**src/rtl/regfile_pkg.sv**
```systemverilog
// Shared constants, write-winner struct and the helper that picks the winning write port.
package regfile_pkg;
  localparam int DEF_DATA_W = 32;
  localparam int DEF_ADDR_W = 5;
  localparam int MAX_WR     = 2;
  localparam int MAX_ADDR_W = 8;
  localparam int WR_IDX_W   = 1;
  localparam logic [MAX_ADDR_W-1:0] ZERO_REG = '0;

  typedef struct packed {
    logic                hit;
    logic [WR_IDX_W-1:0] idx;
  } wr_win_t;

  // Ascending scan: the highest-index port hitting the address wins.
  function automatic wr_win_t wr_winner(input logic [MAX_WR-1:0]                 en,
                                        input logic [MAX_WR-1:0][MAX_ADDR_W-1:0] addr,
                                        input logic [MAX_ADDR_W-1:0]             a);
    wr_win_t w;
    w = '0;
    for (int j = 0; j < MAX_WR; j++)
      if (en[j] && addr[j] == a && a != ZERO_REG) begin
        w.hit = 1'b1;
        w.idx = WR_IDX_W'(j);
      end
    return w;
  endfunction
endpackage

```
**src/rtl/regfile_rd_port.sv**
```systemverilog
// One registered read port: zero-register squash, optional bypass (REGFILE_BYPASS_EN), output flops.
module regfile_rd_port
  import regfile_pkg::*;
#(
  parameter int DATA_W = DEF_DATA_W,
  parameter int ADDR_W = DEF_ADDR_W
) (
  input  logic                                clk_i,
  input  logic                                rst_ni,
  input  logic                                rd_en_i,
  input  logic [ADDR_W-1:0]                   rd_addr_i,
  input  logic [DATA_W-1:0]                   rf_data_i,
  input  logic                                rf_pend_i,
  input  logic                                rf_pend_nxt_i,
  input  logic [MAX_WR-1:0]                   wr_en_i,
  input  logic [MAX_WR-1:0][MAX_ADDR_W-1:0]   wr_addr_i,
  input  logic [MAX_WR-1:0][DATA_W-1:0]       wr_data_i,
  output logic [DATA_W-1:0]                   rd_data_o,
  output logic                                rd_pend_o
);
  logic [DATA_W-1:0] data_d, data_q;
  logic              pend_d, pend_q;

`ifdef REGFILE_BYPASS_EN
  wr_win_t win;
  always_comb win = wr_winner(wr_en_i, wr_addr_i, MAX_ADDR_W'(rd_addr_i));
`else
  logic unused_bypass;
  assign unused_bypass = ^{rf_pend_nxt_i, wr_en_i, wr_addr_i, wr_data_i};
`endif

  always_comb begin
    data_d = rf_data_i;
    pend_d = rf_pend_i;
`ifdef REGFILE_BYPASS_EN
    // Forwarded data carries the post-write pending state (a same-cycle pend_set still wins).
    if (win.hit) begin
      data_d = wr_data_i[win.idx];
      pend_d = rf_pend_nxt_i;
    end
`endif
    if (rd_addr_i == ZERO_REG[ADDR_W-1:0]) begin
      data_d = '0;
      pend_d = 1'b0;
    end
  end

  always_ff @(posedge clk_i or negedge rst_ni)
    if (!rst_ni) begin
      data_q <= '0;
      pend_q <= 1'b0;
    end else if (rd_en_i) begin
      data_q <= data_d;
      pend_q <= pend_d;
    end

  assign rd_data_o = data_q;
  assign rd_pend_o = pend_q;
endmodule

```
**src/rtl/regfile_mp.sv**
```systemverilog
// Multi-port register file with r0 hard-wired to zero and a pending scoreboard.
// Optional same-cycle write-to-read bypass selected by REGFILE_BYPASS_EN.
module regfile_mp
  import regfile_pkg::*;
#(
  parameter int DATA_W = DEF_DATA_W,
  parameter int ADDR_W = DEF_ADDR_W,
  parameter int NUM_RD = 2,
  parameter int NUM_WR = 1
) (
  input  logic                       clk,
  input  logic                       rst_n,
  input  logic [NUM_RD-1:0]          rd_en,
  input  logic [NUM_RD*ADDR_W-1:0]   rd_addr,
  output logic [NUM_RD*DATA_W-1:0]   rd_data,
  output logic [NUM_RD-1:0]          rd_pend,
  input  logic [NUM_WR-1:0]          wr_en,
  input  logic [NUM_WR*ADDR_W-1:0]   wr_addr,
  input  logic [NUM_WR*DATA_W-1:0]   wr_data,
  input  logic                       pend_set,
  input  logic [ADDR_W-1:0]          pend_addr,
  output logic                       wr_conflict
);
  localparam int DEPTH = 2**ADDR_W;

  // Write ports padded to MAX_WR so the package helper sees a fixed shape.
  logic [MAX_WR-1:0]                 wen_p;
  logic [MAX_WR-1:0][MAX_ADDR_W-1:0] waddr_p;
  logic [MAX_WR-1:0][DATA_W-1:0]     wdata_p;

  always_comb begin
    wen_p   = '0;
    waddr_p = '0;
    wdata_p = '0;
    for (int j = 0; j < NUM_WR; j++) begin
      wen_p[j]   = wr_en[j];
      waddr_p[j] = MAX_ADDR_W'(wr_addr[j*ADDR_W +: ADDR_W]);
      wdata_p[j] = wr_data[j*DATA_W +: DATA_W];
    end
  end

  logic [DATA_W-1:0] mem_q [DEPTH];
  logic [DEPTH-1:0]  pend_q, pend_d;
  wr_win_t           win   [DEPTH];
  logic              conflict_d, wr_conflict_q;

  always_comb
    for (int k = 0; k < DEPTH; k++)
      win[k] = wr_winner(wen_p, waddr_p, MAX_ADDR_W'(k));

  // Accepted writes clear; a same-cycle issue to the same destination re-arms it.
  always_comb begin
    pend_d = pend_q;
    for (int j = 0; j < MAX_WR; j++)
      if (wen_p[j] && waddr_p[j] != ZERO_REG)
        pend_d[waddr_p[j][ADDR_W-1:0]] = 1'b0;
    if (pend_set && pend_addr != ZERO_REG[ADDR_W-1:0])
      pend_d[pend_addr] = 1'b1;
  end

  always_comb begin
    conflict_d = 1'b0;
    for (int i = 0; i < MAX_WR; i++)
      for (int j = i + 1; j < MAX_WR; j++)
        if (wen_p[i] && wen_p[j] && waddr_p[i] == waddr_p[j] && waddr_p[i] != ZERO_REG)
          conflict_d = 1'b1;
  end

  always_ff @(posedge clk or negedge rst_n)
    if (!rst_n) begin
      for (int k = 0; k < DEPTH; k++) mem_q[k] <= '0;
      pend_q        <= '0;
      wr_conflict_q <= 1'b0;
    end else begin
      for (int k = 1; k < DEPTH; k++)
        if (win[k].hit) mem_q[k] <= wdata_p[win[k].idx];
      pend_q        <= pend_d;
      wr_conflict_q <= conflict_d;
    end

  assign wr_conflict = wr_conflict_q;

  for (genvar i = 0; i < NUM_RD; i++) begin : g_rd
    logic [ADDR_W-1:0] ra;
    assign ra = rd_addr[i*ADDR_W +: ADDR_W];

    regfile_rd_port #(.DATA_W(DATA_W), .ADDR_W(ADDR_W)) u_rd (
      .clk_i         (clk),
      .rst_ni        (rst_n),
      .rd_en_i       (rd_en[i]),
      .rd_addr_i     (ra),
      .rf_data_i     (mem_q[ra]),
      .rf_pend_i     (pend_q[ra]),
      .rf_pend_nxt_i (pend_d[ra]),
      .wr_en_i       (wen_p),
      .wr_addr_i     (waddr_p),
      .wr_data_i     (wdata_p),
      .rd_data_o     (rd_data[i*DATA_W +: DATA_W]),
      .rd_pend_o     (rd_pend[i])
    );
  end
endmodule

```
**config.mk**
```make
export PLATFORM = sky130hd
export DESIGN_NAME = regfile_mp
export DESIGN_NICKNAME = d
export VERILOG_FILES = /design/src/rtl/regfile_pkg.sv /design/src/rtl/regfile_rd_port.sv /design/src/rtl/regfile_mp.sv
export SDC_FILE = /design/constraint.sdc
export NUM_CORES = 2
export LEC_CHECK = 0
export CAP_MARGIN = 20
export CORE_AREA = 2 2 412 414
export DETAILED_ROUTE_END_ITERATION = 10
export DIE_AREA = 0 0 414 416
export SYNTH_ARGS = -nofsm -noshare
export SYNTH_HDL_FRONTEND = slang
export SYNTH_SLANG_ARGS = --single-unit
```
**constraint.sdc**
```tcl
create_clock -name clk -period 2.5 [get_ports clk]
set_input_delay 0.5 -clock clk [delete_from_list [all_inputs] [get_ports clk]]
set_output_delay 0.5 -clock clk [all_outputs]
set_load 0.03 [all_outputs]
```
---- Word-level counts from Yosys, hierarchy flattened ----
Cells that the tools add are included.
word-level totals
  output and inout port bits .............. 67
  input port bits ......................... 58
  logic and storage cells ................. 263
  register bits ........................... 1090
cells by class
  bitwise logic cells ..................... 5
  multiplexer cells ....................... 113
  $lt $le $gt $ge ......................... 39
  eq/ne operators ......................... 31
  reduce and logical (&&, ||, !) cells .... 39
operators by type and width
  operator                                                                             count
  32-bit 2-to-1 mux                                                                    70
  32-bit binary-select mux with 5-bit select                                           2
  5-bit == test, second input constant                                                 16
  1-bit by 2-bit less-than comparator with 1-bit output, second input constant         31
  2-bit 2-to-1 mux                                                                     31
  5-bit by 4-bit == test with 1-bit output, second input constant                      8
  1-bit logical AND                                                                    35
  32-bit AND                                                                           1
  32-bit inverter                                                                      1
  32-bit bitwise OR                                                                    1
  5-bit by 6-bit less-than comparator with 1-bit output, second input constant         4
  5-bit by 3-bit == test with 1-bit output, second input constant                      4
  6-bit greater-or-equal comparator, second input constant                             2
  5-bit inverter with 6-bit output                                                     2
  1-bit binary-select mux with 5-bit select                                            2
  1-bit demux with 5-bit select                                                        2
  5-bit by 2-bit == test with 1-bit output, second input constant                      2
  5-bit by 1-bit greater-or-equal comparator with 1-bit output, second input constant  2
  5-bit logical NOT                                                                    2
  8-bit nonzero test                                                                   1
  1-bit 2-to-1 mux                                                                     6
  5-bit by 1-bit == test with 1-bit output, second input constant                      1
  5-bit nonzero test                                                                   1

---- Logic depth before layout (Yosys ltp) ----
  word-level depth ........................ 9
  mapped depth ............................ 10
  mapped depth without buffers ............ 5

---- By module ----
From an unflattened synthesis, not the netlist that was laid out.
second synthesis, totals
  cells, all modules ...................... 4037
  area total of the unflattened synthesis .. 58090.7 µm²
modules (own cells, without submodules)
  module           cells each  area each (µm²)  instances
  regfile_mp       3815        55243.0          1
  regfile_rd_port  111         1423.9           2

---- Least setup slack after synthesis ----
OpenSTA, ideal clock, no wires.
  path type ............................... input -> register
  start ................................... in rd_addr[5]
  end ..................................... reg g_rd[1].u_rd.data_q[21]
  required time ........................... 2374 ps
  arrival time ............................ 2269 ps
  buffers on the path ..................... 3
  setup time .............................. 126 ps
  path slack .............................. 105 ps
  cell stages on the path ................. 6
  cells stage by stage .................... buf_6 buf_6 buf_4 mux4_2 mux4_2 a311o_1
on the way
  word-level cells in the longest chain between the ends .. 5
RTL lines
  element                                                 line                   text
  start: declaration                                      regfile_mp.sv:14       input logic [NUM_RD*ADDR_W-1:0] rd_addr,
  5-bit inverter with 6-bit output (not written as such)  regfile_mp.sv:92       .rf_data_i (mem_q[ra]),
  32-bit binary-select mux with 5-bit select              regfile_mp.sv:92
  32-bit 2-to-1 mux (not written as such) (2 in series)   regfile_mp.sv:92
  32-bit 2-to-1 mux *                                     regfile_rd_port.sv:42  if (rd_addr_i == ZERO_REG[ADDR_W-1:0]) begin
  end signal: assignment                                  regfile_rd_port.sv:53  data_q <= data_d;
  end: declaration                                        regfile_rd_port.sv:21  logic [DATA_W-1:0] data_d, data_q;
Mark *: on every way between the ends. The rest lies on a longest branch, timed or not. The select of a mux whose other input is x is not followed.
A chain may end at the register's enable or synchronous reset.

---- Final worst setup path ----
  start ................................... reg g_rd[0].u_rd.data_q[1]
  end ..................................... out rd_data[1]
RTL lines
  element                   line                   text
  start: declaration        regfile_rd_port.sv:21
  start signal: assignment  regfile_rd_port.sv:53
  end: declaration          regfile_mp.sv:15       output logic [NUM_RD*DATA_W-1:0] rd_data,
No word-level cell between the ends.

==> metrics <==
synthesized cell area=0.0567 mm2; I/O pin cnt=125; status=completed; Multi-input gate area=0.0276 mm2; Rows=151; slowest stage cell, crit path=clkdlybuf4s50_1; I/O Buffers=123; dpl hpwl=125,000 um; DR vias/cell=5.86; post-synthesis xor/xnor area fraction=0%; Die Width=414 um; CP arrival=1.95 ns; fraction of layout cells with a size suffix above 1=52.2%; TNS Setup=0 ns; die height=416 um; number of routed nets with antenna violations=0; number of synthesized flops with an enable pin=0; Pre-Repair DR Iteration Count=5; Filler cells=15,393; CP delay by family, top=buffers and inverters; fin crit share=98.0%; Pwr per Cell Area=781 mW/mm2; worst-path maximum fanout=2; DR vias=36,675; Root Buffer=clkbuf_16; flops & latches, synth=1,090; global route total overflow=0; Critical path buffers and inverters=1; ys async rst share=100%; # setup viols final=0; number of buffers created by CTS=115; # DRC=0; wire per inst=30.1 um; Sequential Area=0.0273 mm2; Worst-path clk slew=0.06 ns; adder and majority gate portion of the synthesized area=0%; GPL Wtd Cong=0.862; Startpoint Class=flop; final slew viol count=0; largest family of logic cells by synthesized area=multiplexers; Rel. slew slack=41.1%; syn_nets=3,773; number of DRC markers in iteration 0=3,093; post-synth cell types=51; Die ar.=0.172 mm2; Tot Pwr=0.0530 W; Final Core Density=40.4%; Synth Flop Type=dfrtp_1; Area Overhead vs Synth=19.7%; YS warnings=32; Max VDD drop=0.000636 V; Mapped Avg Cell Area=15.3 um2; WP data required=2.00 ns; leakage power=29.0 nW; All-Layer GR Usage=21.8%; WL final=188,000 um; CTS tree=yes; vias in the first global route=38,354; Final Critical Period=2.45 ns; Critical Path Max Stage Delay=0.74 ns; CTS Sinks=1,090; total core area=0.168 mm2; post-synthesis compound-gate area fraction=4.79%; global-route wire length before repair=277,000 um; clk_skew=0.0324 ns; Hold Crit Class=in -> async; Fmax=408 MHz; MaxCap Viol Count=0; Worst setup EP type=primary output; final hold violations=0; initial antenna violation count=7; largest net degree at the start of global routing=86; sequential fraction of the synthesis area=48.1%; multiplexer share of the synthesized area=41.8%; Worst-Margin Slew=0.881 ns; CTS Buffer Depth=3; Cells after Synth=3,715; Starting Density=33.7%; clock insertion delay at the later pin of the skew report=0.74 ns; crit-path cells=clkdlybuf4s50_1; Synth Area in Simple Gates=1.75%; nets@finish=4,009; WS Path Type=reg -> out; htree depth=3
## metal layers
metal	part of all wire (%)	global-route usage, %	up-vias	wire length (um)
met5	0.037	0	-	69
met4	4.1	8.92	10	7770
met3	5.9	3.40	387	11100
met2	48	35.2	1222	89800
met1	42	29.5	20081	79500
li1	-	-	14975	-
## timing repair
action / 4_1_cts / 5_1_grt
setup endpoints to repair: 21 / 0
setup buffers: 0 / 0
gates resized for setup: 23 / 0
hold endpoints to repair: 20 / 0
hold buffers: 1 / 0
## cells in the final DEF, fill, tap and decap left out, drive strengths merged, types with 6 or more instances in the layout
cell type      count
mux2            1025
nor2b             41
nand3              6
dfrtp           1090
bufinv            12
o221ai            32
a311o             31
o21ai             15
clkinv            23
a211oi             6
nand2b            10
inv               51
dlygate4sd2       21
mux4             488
a221o             33
clkbuf           170
mux2i            113
a22o              43
clkdlybuf4s50     90
nand2             50
a21oi             64
buf              418
a221oi            93
o22ai             11
nor2              54
nor3               9
## final timing paths
path,from,cells past startpoint,to,slack (ns)
max,g_rd[0].u_rd.rd_data_o[1],1,rd_data[1],0.05
min,rst_n,2,mem_q[788],0.31
max reg2reg,mem_q[385],3,g_rd[1].u_rd.rd_data_o[1],0.57
min reg2reg,pend_q[0],0,pend_q[0],0.40
max in group asynchronous,rst_n,4,mem_q[485],1.21
min in group clk,rd_en[1],4,g_rd[1].u_rd.rd_pend_o,0.36
## power by group
group | internal [W] | switching (W) | leakage, nW
sequential | 0.0211 | 0.00270 | 13.9
clock | 0.0106 | 0.00741 | 1.93
combinational | 0.00676 | 0.00445 | 13.2
## synthesized netlist by cell type, drive strengths merged (10+ instances only)
| master | count | area share, % |
|---|---|---|
| a22o | 43 | 0.66 |
| o22ai | 11 | 0.12 |
| mux2i | 113 | 2.0 |
| a221o | 33 | 0.58 |
| mux2 | 1025 | 20 |
| o221ai | 32 | 0.49 |
| nor2b | 41 | 0.45 |
| nor2 | 54 | 0.36 |
| o21ai | 15 | 0.13 |
| a221oi | 93 | 1.4 |
| dfrtp | 1090 | 48 |
| inv | 50 | 0.33 |
| buf | 163 | 1.6 |
| a21oi | 64 | 0.56 |
| mux4 | 488 | 19 |
| a311o | 31 | 0.55 |
| clkbuf | 248 | 1.6 |
| nand2 | 50 | 0.33 |
| nand2b | 10 | 0.11 |
## kinds of logic after synthesis
family	count (synthesis)
mux	1626
flops	1090
buf+inv	461
compound gates	340
simple gates	197
other cells	1
## state kept, by name, indices dropped and copies added, names as in the netlist
signal and count:
mem_q 992, g_rd.u_rd.rd_data_o 64, pend_q 32, g_rd.u_rd.rd_pend_o 2
## metrics by stage
step           instance area, um2  hold WS [ns]  instances  setup slack [ns]
2_1_floorplan               56700         0.204       3715             0.105
3_3_place_gp                64000         0.385       6051            -0.354
3_5_place_dp                64000         0.388       6051            -0.364
4_1_cts                     67900         0.253       6260           0.00231
5_1_grt                     67900         0.315       6261          -0.00403
6_report                    67900         0.312       6263            0.0490
## area by class of cell
type	instances	area share (%)
tap	2218	4.09
multi-input combinational	2164	40.7
clock buffer	170	5.00
inverter	50	0.278
clock inverter	38	0.752
antenna	3	0.0111
sequential	1090	40.2
timing repair buffer	530	9.00
(Power assumes the default switching activity.)
